$ cat config.mk
export PLATFORM = sky130hd
export DESIGN_NAME = video_timing_gen
export DESIGN_NICKNAME = d
export VERILOG_FILES = /design/src/rtl/video_timing_gen.sv
export SDC_FILE = /design/constraint.sdc
export NUM_CORES = 1
export LEC_CHECK = 0
export CAP_MARGIN = 20
export CORE_MARGIN = 2
export CORE_UTILIZATION = 45
export DETAILED_ROUTE_END_ITERATION = 8
export GPL_TIMING_DRIVEN = 0
export PLACE_DENSITY = 0.8
export SYNTH_ARGS = -nofsm -noshare
export SYNTH_HDL_FRONTEND = slang
export SYNTH_SLANG_ARGS = --single-unit
$ cat constraint.sdc
create_clock -name pixclk -period 3.7 [get_ports pixclk]
set_input_delay 0.74 -clock pixclk [delete_from_list [all_inputs] [get_ports pixclk]]
set_output_delay 0.74 -clock pixclk [all_outputs]
set_load 0.02 [all_outputs]
$ cat src/rtl/video_timing_gen.sv
// Raster timing generator with pixel-fetch alignment for the TMDS encoders.
// Scans the frame, requests pixels from a fixed-latency source and delays the
// sync/blanking sideband so rgb, syncs and draw_area leave cycle-aligned.
module video_timing_gen #(
  parameter int H_ACTIVE  = 640,
  parameter int H_FP      = 16,
  parameter int H_SYNC    = 96,
  parameter int H_BP      = 48,
  parameter int V_ACTIVE  = 480,
  parameter int V_FP      = 10,
  parameter int V_SYNC    = 2,
  parameter int V_BP      = 33,
  parameter int SYNC_POL  = 1,
  parameter int FETCH_LAT = 2
) (
  input  logic        pixclk,
  input  logic        rst,
  input  logic        en,
  output logic        pix_req,
  output logic [9:0]  pix_x,
  output logic [9:0]  pix_y,
  input  logic [23:0] pix_rgb,
  output logic [7:0]  red,
  output logic [7:0]  green,
  output logic [7:0]  blue,
  output logic        hsync,
  output logic        vsync,
  output logic        draw_area,
  output logic        frame_start,
  output logic        busy
);

  localparam int H_TOT = H_ACTIVE + H_FP + H_SYNC + H_BP;
  localparam int V_TOT = V_ACTIVE + V_FP + V_SYNC + V_BP;

  localparam logic [9:0]  H_LAST   = 10'(H_TOT - 1);
  localparam logic [9:0]  V_LAST   = 10'(V_TOT - 1);
  // 11-bit bounds so a total of exactly 1024 still compares correctly
  localparam logic [10:0] H_DE_END = 11'(H_ACTIVE);
  localparam logic [10:0] H_HS_BEG = 11'(H_ACTIVE + H_FP);
  localparam logic [10:0] H_HS_END = 11'(H_ACTIVE + H_FP + H_SYNC);
  localparam logic [10:0] V_DE_END = 11'(V_ACTIVE);
  localparam logic [10:0] V_VS_BEG = 11'(V_ACTIVE + V_FP);
  localparam logic [10:0] V_VS_END = 11'(V_ACTIVE + V_FP + V_SYNC);
  // Level of an inactive sync pin; also the xor mask applied to raw syncs
  localparam logic        SYNC_INACT = (SYNC_POL == 0);

  typedef enum logic [1:0] {ST_IDLE, ST_RUN, ST_DRAIN} state_t;

  state_t      r_state;
  state_t      w_state_next;
  logic [9:0]  r_cx;
  logic [9:0]  r_cy;
  logic        w_h_wrap;
  logic        w_frame_wrap;
  logic        w_scanning;
  logic        w_in_active;
  logic [3:0]  w_raw;     // {de, hs, vs, fs}, active-true
  logic [3:0]  w_tap;     // raw sideband delayed by FETCH_LAT cycles
  logic        r_de;
  logic        r_hs;
  logic        r_vs;
  logic        r_fs;
  logic [23:0] r_rgb;

  assign w_h_wrap     = (r_cx == H_LAST);
  assign w_frame_wrap = w_h_wrap && (r_cy == V_LAST);
  assign w_in_active  = ({1'b0, r_cx} < H_DE_END) && ({1'b0, r_cy} < V_DE_END);

  // State register
  always_ff @(posedge pixclk) begin
    if (rst) begin
      r_state <= ST_IDLE;
    end else begin
      r_state <= w_state_next;
    end
  end

  // Next-state: DRAIN lets the current frame finish unless en returns
  always_comb begin
    w_state_next = r_state;
    case (r_state)
      ST_IDLE:  if (en) w_state_next = ST_RUN;
      ST_RUN:   if (!en) w_state_next = w_frame_wrap ? ST_IDLE : ST_DRAIN;
      ST_DRAIN: begin
        if (en) begin
          w_state_next = ST_RUN;
        end else if (w_frame_wrap) begin
          w_state_next = ST_IDLE;
        end
      end
      default:  w_state_next = ST_IDLE;
    endcase
  end

  // FSM outputs: requests only while running, scan flag for the sideband
  always_comb begin
    w_scanning = (r_state != ST_IDLE);
    busy       = w_scanning;
    pix_req    = (r_state == ST_RUN) && w_in_active;
  end

  // Raster counters; held at the origin while idle
  always_ff @(posedge pixclk) begin
    if (rst || (r_state == ST_IDLE)) begin
      r_cx <= '0;
      r_cy <= '0;
    end else if (w_h_wrap) begin
      r_cx <= '0;
      r_cy <= (r_cy == V_LAST) ? '0 : r_cy + 10'd1;
    end else begin
      r_cx <= r_cx + 10'd1;
    end
  end

  assign pix_x = r_cx;
  assign pix_y = r_cy;

  // Raw sideband is forced blank while idle so the pipeline flushes to blank
  assign w_raw[3] = w_scanning && w_in_active;
  assign w_raw[2] = w_scanning && ({1'b0, r_cx} >= H_HS_BEG) && ({1'b0, r_cx} < H_HS_END);
  assign w_raw[1] = w_scanning && ({1'b0, r_cy} >= V_VS_BEG) && ({1'b0, r_cy} < V_VS_END);
  assign w_raw[0] = w_scanning && (r_cx == 10'd0) && (r_cy == 10'd0);

  generate
    if (FETCH_LAT == 0) begin : g_tap_direct
      assign w_tap = w_raw;
    end else begin : g_tap_pipe
      logic [FETCH_LAT-1:0][3:0] r_dly;

      // Sideband delay line matching the pixel source latency
      always_ff @(posedge pixclk) begin
        if (rst) begin
          r_dly <= '0;
        end else begin
          r_dly[0] <= w_raw;
          for (int i = 1; i < FETCH_LAT; i++) begin
            r_dly[i] <= r_dly[i-1];
          end
        end
      end

      assign w_tap = r_dly[FETCH_LAT-1];
    end
  endgenerate

  // Output stage: capture returned pixel, blank rgb outside the active area
  always_ff @(posedge pixclk) begin
    if (rst) begin
      r_de  <= 1'b0;
      r_hs  <= SYNC_INACT;
      r_vs  <= SYNC_INACT;
      r_fs  <= 1'b0;
      r_rgb <= '0;
    end else begin
      r_de  <= w_tap[3];
      r_hs  <= w_tap[2] ^ SYNC_INACT;
      r_vs  <= w_tap[1] ^ SYNC_INACT;
      r_fs  <= w_tap[0];
      r_rgb <= w_tap[3] ? pix_rgb : 24'h0;
    end
  end

  assign red         = r_rgb[23:16];
  assign green       = r_rgb[15:8];
  assign blue        = r_rgb[7:0];
  assign draw_area   = r_de;
  assign hsync       = r_hs;
  assign vsync       = r_vs;
  assign frame_start = r_fs;

endmodule

# Word-level counts from Yosys, hierarchy flattened
# Cells that the tools add are included.
[op_classes] bitwise=1 eq_ne=7 muxes=7 n_shift=0 mul=0 n_div=0 n_reduce_logical=18 n_addsub=2 magnitude_cmp=6
[op_table] operator="adder 10 x 1 -> 10 bit, second input constant" n=2
[op_table] operator="equality test 10 bit, second input constant" n=2
[op_table] operator="logical NOT 10 bit" n=2
[op_table] operator="less-than comparator 10 bit, second input constant" n=2
[op_table] operator="less-than comparator 10 x 9 -> 1 bit, second input constant" n=2
[op_table] operator="greater-or-equal comparator 10 bit, second input constant" n=1
[op_table] operator="greater-or-equal comparator 10 x 9 -> 1 bit, second input constant" n=1
[op_table] operator="logical AND 1 bit" n=10
[op_table] operator="2-to-1 mux 10 bit" n=1
[op_table] operator="2-to-1 mux 2 bit" n=5
[op_table] operator="case mux 2 bit (3 select lines)" n=1
[op_table] operator="!= test 2 bit, second input constant" n=2
[op_table] operator="OR reduction 2 bit" n=2
[op_table] operator="!= test 3 bit, second input constant" n=1
[op_table] operator="AND reduction 3 bit" n=1
[op_table] operator="equality test 2 x 1 -> 1 bit, second input constant" n=1
[op_table] operator="equality test 2 bit, second input constant" n=1
[op_table] operator="logical NOT 2 bit" n=1
[op_table] operator="nonzero test 2 bit" n=1
[op_table] operator="logical OR 1 bit" n=1
[op_table] operator="inverter 1 bit" n=1
[totals] ram_bits=0 romBits=0 word_cells=51 latchBits=0 regBits=58 out_inout_bits=50 in_bits=27 mem_count=0

# Longest topological paths before layout
# Gate-level depths: netlist (run 1).
[depth] word_depth=5 ltp_mapped=7 depth_no_buf=6

# Worst setup path after synthesis (run 1)
# No wires, ideal clock.
[synth_path] kind="reg-to-reg" start="register r_cx[0] (netlist: pix_x[0])" end="register r_cy[8] (netlist: pix_y[8])" n_path_buf=1 synth_period_minus_slack_ps=2189 arrival_time_ps=2122 stages_incl_launch_ff=7 slack_ps=1511 path_cell_list="dfxtp_1 ha_1 nand4_1 or3_1 buf_6 or4_4 a21oi_2"
[synth_between] elab_chain_cells=1
[synth_rtl] item="from (decl)" line="52" source="logic [9:0] r_cx;"
[synth_rtl] item="from (signal assigned)" line="112" source="r_cx <= r_cx + 10'd1;"
[synth_rtl] item="equality test 10 bit" line="66" source="assign w_h_wrap = (r_cx == H_LAST);"
[synth_rtl] item="to (signal assigned)" line="110" source="r_cy <= (r_cy == V_LAST) ? '0 : r_cy + 10'd1;"
[synth_rtl] item="to (decl)" line="53" source="logic [9:0] r_cy;"
# Every way passes these cells.
# A chain may end at the register's enable or synchronous reset.

# Worst setup path after layout (run 1)
[layout_path] start="register r_cx[8] (netlist: pix_x[8])" end="output port pix_req"
[layout_between] elab_chain_cells=3
[layout_rtl] item="less-than comparator 10 bit" line="68" source="assign w_in_active = ({1'b0, r_cx} < H_DE_END) && ({1'b0, r_cy} < V_DE_END);"
[layout_rtl] item="logical AND 1 bit" line="68"
[layout_rtl] item="logical AND 1 bit" line="100" source="pix_req = (r_state == ST_RUN) && w_in_active;"
[layout_rtl] item="to (decl)" line="19" source="output logic pix_req,"
# Every way passes these cells.

==> summary.md, run 1 <==
| Metric | Value |
|---|---|
| Drt pass-1 iters | `4` |
| Mapped Cells | `212` |
| Worst Max-Slew Pin Slew | `412 ps` |
| Crit Reg-Reg Startpoint | `pix_x[0]` |
| Worst setup SP type | `flip-flop` |
| Final hold slack | `437 ps` |
| Final setup violation count | `0` |
| Final WL | `4610 um` |
| Syn avg cell area | `9.85 um2` |
| I/O Pins | `77` |
| Register area | `1160 um2` |
| Core area | `4410 um2` |
| Worst hold path type | `reg2reg` |
| Power Total | `1320 uW` |
| Chip Width | `72.1 um` |
| Synthesized net count | `243` |
| Max-slew violations | `0` |
| Fill cell count | `337` |
| Post-DP Area | `2910 um2` |
| Clk root buf | `clkbuf_8` |
| Gates resized, CTS repair | `0` |
| Worst VDD drop | `0.255 mV` |
| RePlAce Congestion | `0.828` |
| Beginning of the critical path | `pix_x[8]` |
| Critical path class | `reg2out` |
| Power per cell area | `420 nW/um2` |
| DRC | `0` |
| Synthesis-to-layout area growth | `49.9%` |
| Critical-path maximum fanout | `8` |
| Antenna violations before repair | `0` |
| Initial Utilization | `47.3%` |
| Post-CTS Setup Inserts | `0` |
| Cts bufs inserted | `9` |
| Min Tclk post-route | `2750 ps` |
| Final setup TNS | `0 ps` |
| Clk pin slew, worst setup/hold paths | `60 ps` |
| Post-route ant nets | `0` |
| Relative slew slack | `72.6%` |
| Max-Cap Viols | `0` |
| First-pass GRT wire length | `7470 um` |
| CTS Hold Bufs | `0` |
| Post-Route Skew | `3.78 ps` |
| Total Routing Usage GR | `18.6%` |
| Vias after detailed routing | `1790` |
| H-tree level count | `3` |
| CTS sink cnt | `58` |
| Hold_sp | `w_tap[2]` |
| Row cnt | `24` |
| Finished Cell Area | `3130 um2` |
| Antenna cell count | `0` |
| Post-Syn Area | `2090 um2` |
| Port Buf Inserts | `76` |
| RSZ-0062 raised after global routing | `no` |
| Vias per cell | `5.03` |
| Pleak | `0.00113 uW` |
| DR WL/cell | `12.9 um` |
| Dpl hpwl | `3220 um` |
| Vias in the first global route | `1578` |
| Net count, final | `330` |
| Area of the die | `5200 um2` |
| CP Capture Type | `output pin` |
| Fin cells | `356` |
| CP Data Required Time | `2960 ps` |
| DR iter-0 viols | `38` |
| Period utilization | `74.3%` |
| Sequential-to-total area share from yosys stat | `55.6%` |
| Later-pin clock latency in the skew report | `320 ps` |
| GRT Residual Overflow | `0` |
| Clock Path Buffers | `2` |
| Max Fclk | `0.364 GHz` |
| Commonest non-fill, non-tap cell in the layout | `clkdlybuf4s50_1` |
| CTS tree | `done` |
| Yosys cell types | `32` |
| Synth Warn # | `0` |
| Register bit total from synthesis | `58` |
| Arrival time worst endpoint | `2010 ps` |
| Largest net degree at the start of global routing | `11` |
| Share of cells above drive strength 1 | `7.24%` |
| Final hold vios | `0` |
| Chip height | `72.1 um` |
| Post-Place Cells | `340` |
| Multi-input logic area | `843 um2` |
| Status | `complete, no violations` |
| Commonest non-fill, non-tap cells in the layout | `76 x clkdlybuf4s50_1, 58 x dfxtp_1, 24 x and2_1, 19 x nor2_1, 13 x clkbuf_8` |
[final timing paths]
check	to	slack (ps)	depth (start not counted)
worst max-delay path	pix_req	950	4
worst min-delay path	hsync	440	1
worst max register to register	pix_y[8]	1410	6
worst min register to register	hsync	440	1
[cell families (layout without fill, tap and decap cells)]
family                     count (synthesis)  count (layout)  synth area share [%]
adders and majority gates                  4               4                  2.40
xor gates and xnor gates                  13              13                  5.45
and+or+nand+nor                          106             106                  28.3
buffers and inverters                     18             110                  4.01
DFF                                       58              58                  55.6
AOI/OAI and AO/OA                         13              13                  4.19
[worst max-delay path: stages, from the launching register on]
cell	delay (ps)
dfxtp_1	400
o21ai_0	200
nand2_1	100
nor4b_1	310
clkdlybuf4s50_1	670
[power by group]
part | leakage, uW | internal [uW] | switching [uW]
sequential | 0.000469 | 632 | 3.41
clock | 0.000110 | 385 | 229
combinational | 0.000554 | 40.8 | 25.3
total | 0.00113 | 1060 | 258
[metal layers]
metal	global-route usage, %	part of all wire (%)	vias to the layer above
met5	0	0	-
met4	7.76	1.8	0
met2	30.4	45	81
met1	22.2	44	813
met3	6.81	9.1	9
li1	-	-	887
[per-stage QoR]
stage | util, % | worst slack (ps)
floorplan | - | 1510
finish | 70.9 | 949
global placement | 66.0 | 1310
CTS | 70.9 | 903
detailed placement | 66.0 | 1280
global route | 70.9 | 779
[sequential cells by signal, summed over array words and instances (netlist names), 2 cells and up]
signal            cells
r_rgb                24
pix_x                10
pix_y                10
g_tap_pipe.r_dly      4
w_tap                 4
r_state               2
[synth_stat cells (all sizes together)]
master	instances	area share, %
a211oi	2	0.72
nor2	19	3.4
xnor2	11	4.6
buf	4	1.5
clkbuf	5	0.90
nand4	9	2.7
ha	4	2.4
or3	5	1.5
nand3	10	2.4
o31ai	2	0.72
nand2b	1	0.30
nor4	6	1.8
a21oi	3	0.90
and2	24	7.2
nand2	7	1.3
inv	9	1.6
or2	1	0.30
xor2	2	0.84
and3	3	0.90
dfxtp	58	56
nor3	6	1.4
nor2b	10	3.0
o21ai	5	1.4
or4	3	1.3
or4b	1	0.48
nor4b	1	0.42
a41o	1	0.48
[final cells by class]
class	count	area share, %
buffer	9	1.60
inverter	9	1.08
multi-input combinational	136	26.9
tap	52	2.08
clock buffer	15	5.96
timing repair buffer	76	24.3
clock inverter	1	0.959
sequential	58	37.1
Power figures use the tool's default switching activity.
==> run 2, diff against run 1 <==
CORE_UTILIZATION = 43   (was 45)
PLACE_DENSITY = 0.77   (was 0.8)
clock period = 2.7 ns   (was 3.7 ns; I/O delays follow)
==> run 2 against run 1 <==
Compared with the run above: cell count increased by 0.56%; sequential power increased by 37%; combinational power up 36%; flip-flop and latch count did not move; total power up 33%; sequential share of layout area is 0.089 points higher; via count down 0.78%; utilization down 4.4 points; largest power group unchanged.
==> summary.md, run 2 (synthesis gave the netlist of run 1 again) <==
| Metric | Value |
|---|---|
| Relative slew slack | `71.2% (-1.4 points)` |
| Chip height | `73.7 um (+2.2%)` |
| RSZ-0062 raised after global routing | `no` |
| DR WL/cell | `12.8 um (-1.0%)` |
| Net count, final | `330 (unchanged)` |
| CTS Hold Bufs | `0 (unchanged)` |
| Pleak | `0.00113 uW (about the same)` |
| Max-Cap Viols | `0 (unchanged)` |
| Initial Utilization | `44.5% (-2.8 points)` |
| Max-slew violations | `0 (unchanged)` |
| H-tree level count | `3 (unchanged)` |
| Share of cells above drive strength 1 | `7.89% (+0.66 points)` |
| CP Capture Type | `flip-flop` |
| Sequential share of power | `49.6% (+1.3 points)` |
| First-pass GRT wire length | `7440 um (-0.36%)` |
| Core area | `4690 um2 (+6.3%)` |
| Final hold vios | `0 (unchanged)` |
| Max Fclk | `0.440 GHz` |
| Area of the die | `5430 um2 (+4.4%)` |
| CP Data Required Time | `2960 ps (about the same)` |
| DR iter-0 viols | `64 (+68%)` |
| Vias per cell | `4.96 (-1.3%)` |
| Min Tclk post-route | `2270 ps` |
| Antenna cell count | `0 (unchanged)` |
| Critical-path top delay cell | `or3_1` |
| Clk pin slew, worst setup/hold paths | `70 ps (about the same)` |
| Max reg flops | `24 (unchanged)` |
| Largest Register | `r_rgb` |
| Worst hold path type | `reg2reg` |
| Int Pwr | `1370 uW (+30%)` |
| Commonest non-fill, non-tap cell in the layout | `clkdlybuf4s50_1` |
| Vias after detailed routing | `1776 (-0.78%)` |
| Dpl hpwl | `3310 um (+2.6%)` |
| Final WL | `4580 um (-0.48%)` |
| Commonest non-fill, non-tap cells in the layout | `75 x clkdlybuf4s50_1, 58 x dfxtp_1, 24 x and2_1, 19 x nor2_1, 11 x xnor2_1` |
| Finished Cell Area | `3120 um2 (-0.24%)` |
| Row cnt | `25 (+4.2%)` |
| Final setup violation count | `0 (unchanged)` |
| Clk pwr share | `45.3% (-1.4 points)` |
| CTS tree | `done` |
| P_sw | `384 uW (+49%)` |
| Critical-path maximum fanout | `8 (unchanged)` |
| DRC | `0 (unchanged)` |
| Port Buf Inserts | `76 (unchanged)` |
| Critical path class | `reg2reg` |
| Sw Ratio | `21.9% (+2.3 points)` |
| Clock Path Buffers | `2 (unchanged)` |
| Worst VDD drop | `0.320 mV (+25%)` |
| Drt pass-1 iters | `4 (unchanged)` |
| Worst setup SP type | `flip-flop` |
| Worst Max-Slew Pin Slew | `432 ps (+20.4 ps)` |
| Post-route ant nets | `0 (unchanged)` |
| GRT Residual Overflow | `0 (unchanged)` |
| Largest net degree at the start of global routing | `12 (+1)` |
| Vias in the first global route | `1614 (+2.3%)` |
| Final setup TNS | `0 ps (unchanged)` |
| Synthesis-to-layout area growth | `49.6%` |
| Slowest stage delay, CP | `480 ps (-190 ps)` |
| Final hold slack | `435 ps (-1.90 ps)` |
| Part of the power in combinational logic | `5.1% (about the same)` |
| Power per cell area | `562 nW/um2 (+34%)` |
| Post-DP Area | `2920 um2 (about the same)` |
| Total Routing Usage GR | `18.0% (-0.62 points)` |
| I/O Pins | `77 (unchanged)` |
| Power Total | `1760 uW (+33%)` |
| Register area | `1160 um2 (unchanged)` |
| Cts bufs inserted | `9 (unchanged)` |
| Multi-input logic area | `843 um2 (unchanged)` |
| Clk root buf | `clkbuf_8` |
| Later-pin clock latency in the skew report | `330 ps (about the same)` |
| Antenna violations before repair | `0 (unchanged)` |
| CTS sink cnt | `58 (unchanged)` |
| Post-Route Skew | `6.12 ps (+2.34 ps)` |
| Period utilization | `84.2%` |
| Chip Width | `73.7 um (+2.2%)` |
| Status | `complete, no violations` |
| Cell breakdown of the critical path | `ha_1 -> nand4_1 -> or3_1 -> buf_6 -> or4_4 -> a21oi_2` |
| RePlAce Congestion | `0.827 (about the same)` |
| Arrival time worst endpoint | `2540 ps (+530 ps)` |
| Fill cell count | `397 (+18%)` |
==> run 2: changes by cell type in the layout (fill, tap and decap cells not counted) <==
cell | before | now
clkbuf_8 | 13 | 10
clkinvlp_4 | 0 | 3
clkbuf_1 | 7 | 5
clkdlybuf4s50_1 | 76 | 75
clkinv_2 | 0 | 1
clkinv_4 | 0 | 1
dlymetal6s2s_1 | 0 | 1
==> run 2: layout make-up <==
| type | instances | area share (%) |
|---|---|---|
| Timing Repair Buffer | 76 | 24.4 |
| Multi-Input combinational cell | 136 | 27.0 |
| Clock inverter | 6 | 2.12 |
| Buffer | 9 | 1.60 |
| Sequential cell | 58 | 37.2 |
| Tap cell | 54 | 2.16 |
| Inverter | 9 | 1.08 |
| Clock buffer | 10 | 4.41 |
==> run 2: what timing repair did <==
item	4_1_cts	5_1_grt
gates resized for setup	0	1
hold endpoints to repair	0	0
buffers inserted	0	0
setup endpoints to repair	0	1
==> run 2: path summary, 6_finish.rpt <==
path / cells after the start / start / slack, ps / to
setup / recovery: 6 / pix_x[0] / 430 / pix_y[8]
hold / removal: 1 / w_tap[1] / 430 / vsync
setup reg to reg: 6 / pix_x[0] / 430 / pix_y[8]
hold reg to reg: 1 / w_tap[1] / 430 / vsync
==> run 2: worst max-delay path, delay by kind of cell, from the launching register on <==
family	cells	cell delay (ps)
and+or+nand+nor	3	1270
DFF	1	420
adders and majority gates	1	230
buffers and inverters	1	150
AOI/OAI and AO/OA	1	130
==> run 2: power groups by stage <==
stage	Combinational, uW	Sequential [uW]	Clock (uW)
floorplan	23.1	897	0
finish	90.0	870	795
global placement	89.2	889	0
detailed placement	90.1	889	0
CTS	90.9	870	812
global route	96.3	871	845
==> run 2: metal layers <==
| layer | GRT usage (%) | vias up | share of wire [%] |
|---|---|---|---|
| met5 | 0 | - | 0 |
| li1 | - | 889 | - |
| met4 | 7.07 | 0 | 0.79 |
| met1 | 22.9 | 784 | 48 |
| met3 | 7.41 | 6 | 9.9 |
| met2 | 27.2 | 97 | 42 |
==> run 2: through the flow <==
| stage | utilization [%] | setup slack [ps] | instances |
|---|---|---|---|
| after CTS | 66.5 | 131 | 358 |
| after floorplan | - | 511 | 212 |
| after global routing | 66.6 | 214 | 358 |
| after detailed placement | 62.2 | 365 | 342 |
| final | 66.6 | 427 | 358 |
| after global placement | 62.2 | 468 | 342 |
==> run 3, diff against run 2 <==
clock period = 2.32 ns   (was 2.7 ns; I/O delays follow)
==> run 3 against run 2 <==
Compared with the run above: cell count grew 1.1%; via count grew 3.0%; clock power grew 16%; non-clock buffer count grew 4; sequential power grew 16%; clock skew shrank 1.0 ps; critical path depth is the same; register-to-register slack lost 320 ps; flip-flop and latch count is the same; largest power group unchanged.
==> summary.md, run 3 (synthesis gave the netlist of run 1 again) <==
| Metric | Value |
|---|---|
| DR WL/cell | `12.9 um (+0.77%)` |
| DRC | `0 (unchanged)` |
| DR iter-0 viols | `74 (+16%)` |
| Worst Max-Slew Pin Slew | `434 ps (+1.94 ps)` |
| Reg2reg end | `pix_y[8]` |
| I/O Pins | `77 (unchanged)` |
| Synthesis-to-layout area growth | `50.9%` |
| Arrival time worst endpoint | `2480 ps (-60 ps)` |
| Part of the power in combinational logic | `5.1% (about the same)` |
| Relative slew slack | `71.1% (-0.13 points)` |
| Clk pin slew, worst setup/hold paths | `70 ps (about the same)` |
| Worst setup SP type | `flip-flop` |
| Post-Place Cells | `342 (unchanged)` |
| Post-Route Skew | `5.12 ps (-0.998 ps)` |
| Cts bufs inserted | `9 (unchanged)` |
| Largest net degree at the start of global routing | `12 (unchanged)` |
| Max-Cap Viols | `0 (unchanged)` |
| Final setup TNS | `0 ps (unchanged)` |
| Vias after detailed routing | `1829 (+3.0%)` |
| Status | `complete, no violations` |
| Final setup violation count | `0 (unchanged)` |
| CP delay by family, top | `simple AND/OR/NAND/NOR gates` |
| Clock Path Buffers | `2 (unchanged)` |
| Reg2reg setup slack | `110 ps (-320 ps)` |
| Power per cell area | `648 nW/um2 (+15%)` |
| Hold_sp | `w_tap[1]` |
| Max Fclk | `0.452 GHz (+2.7%)` |
| Hold depth | `1 (unchanged)` |
| Period utilization | `95.4% (+11 points)` |
| CP Capture Type | `flip-flop` |
| Pleak | `0.00114 uW (+0.45%)` |
| Pre-CTS WS | `60.6 ps (-304 ps)` |
| Row cnt | `25 (unchanged)` |
| Max-slew violations | `0 (unchanged)` |
| Final hold vios | `0 (unchanged)` |
| H-tree level count | `3 (unchanged)` |
| Commonest non-fill, non-tap cells in the layout | `75 x clkdlybuf4s50_1, 57 x dfxtp_1, 24 x and2_1, 19 x nor2_1, 11 x xnor2_1` |
| Commonest non-fill, non-tap cell in the layout | `clkdlybuf4s50_1` |
| Min Tclk post-route | `2210 ps (-60.7 ps)` |
| Critical-path top delay cell | `or4_4` |
| RePlAce Congestion | `0.827 (unchanged)` |
| Post-route ant nets | `0 (unchanged)` |
| Final WL | `4670 um (+1.9%)` |
| Total Routing Usage GR | `18.0% (unchanged)` |
| Chip Width | `73.7 um (unchanged)` |
| Vias per cell | `5.05 (+1.8%)` |
| Slowest stage delay, CP | `470 ps (about the same)` |
| Antenna violations before repair | `0 (unchanged)` |
| Hold Path Sink | `vsync` |
| GRT Residual Overflow | `0 (unchanged)` |
| Port Buf Inserts | `76 (unchanged)` |
| Clk root buf | `clkbuf_8` |
| Crit Reg-Reg Startpoint | `pix_x[1]` |
| Net count, final | `334 (+1.2%)` |
| Final hold slack | `434 ps (-1.19 ps)` |
| First-pass GRT wire length | `7440 um (unchanged)` |
| Max reg flops | `24 (unchanged)` |
| Core area | `4690 um2 (unchanged)` |
| Critical path class | `reg2reg` |
| Critical-path maximum fanout | `8 (unchanged)` |
| CTS tree | `done` |
| Chip height | `73.7 um (unchanged)` |
| Later-pin clock latency in the skew report | `330 ps (about the same)` |
| Antenna cell count | `0 (unchanged)` |
| Sw Ratio | `21.9% (about the same)` |
| Sequential share of power | `49.6% (about the same)` |
| Worst VDD drop | `0.372 mV (+16%)` |
| Initial Utilization | `44.5% (unchanged)` |
| Dpl hpwl | `3310 um (unchanged)` |
| Worst hold path type | `reg2reg` |
| CTS sink cnt | `58 (unchanged)` |
| Fin cells | `362 (+1.1%)` |
| CP Data Required Time | `2590 ps (-370 ps)` |
| P_sw | `446 uW (+16%)` |
| Int Pwr | `1600 uW (+16%)` |
| Drt pass-1 iters | `4 (unchanged)` |
| Power Total | `2040 uW (+16%)` |
| Largest Register | `r_rgb` |
| Clk pwr share | `45.3% (about the same)` |
| Area of the die | `5430 um2 (unchanged)` |
| Vias in the first global route | `1614 (unchanged)` |
| Share of cells above drive strength 1 | `10.1% (+2.2 points)` |
| Setup WS post-layout | `108 ps (-319 ps)` |
| R2R depth | `6 (unchanged)` |
| Worst Path Buf+Inv | `1 (unchanged)` |
| Cell breakdown of the critical path | `ha_1 -> nand4_1 -> or3_1 -> buf_6 -> or4_4 -> a21oi_2` |
## run 3: power by group through the flow
stage	combinational, uW	sequential, uW	clock [uW]
after global placement	104	1040	0
after global routing	111	1010	984
final	104	1010	925
after detailed placement	105	1040	0
after floorplan	26.8	1040	0
after CTS	105	1010	946
## run 3: worst max-delay path by stage
stage	start	to	slack, ps	cells after the start
4_1_cts	pix_x[0]	pix_y[8]	50	6
3_5_place_dp	rst	g_tap_pipe.r_dly[1]	60	5
3_3_place_gp	pix_x[0]	pix_y[8]	90	6
5_1_grt	pix_x[1]	pix_y[8]	-40	6
2_1_floorplan	pix_x[0]	pix_y[8]	130	6
6_report	pix_x[1]	pix_y[8]	110	6
## run 3: metal layers
layer	GRT usage, %	vias up	routed length, um
met4	7.07	0	43
met2	27.2	88	1980
met5	0	-	0
met1	22.9	832	2170
met3	7.41	8	473
li1	-	901	-
## run 3: layout make-up
cell class	count	area [um2]
fill	397	1540
sequential	58	1160
multi-input combinational	136	847
timing repair buffer	80	786
clock buffer	10	138
tap	54	67.6
clock inverter	6	66.3
buffer	9	50.0
inverter	9	33.8
## run 3: what timing repair did
item | 4_1_cts | 5_1_grt
endpoints found under the setup margin | 1 | 10
setup buffers | 0 | 4
gates resized for setup | 1 | 5
hold buffers | 0 | 0
## run 3: per-stage QoR
| step | util [%] | instance area (um2) |
|---|---|---|
| floorplan | - | 2090 |
| global placement | 62.2 | 2920 |
| detailed placement | 62.2 | 2920 |
| CTS | 66.5 | 3120 |
| global route | 67.1 | 3150 |
| finish | 67.1 | 3150 |
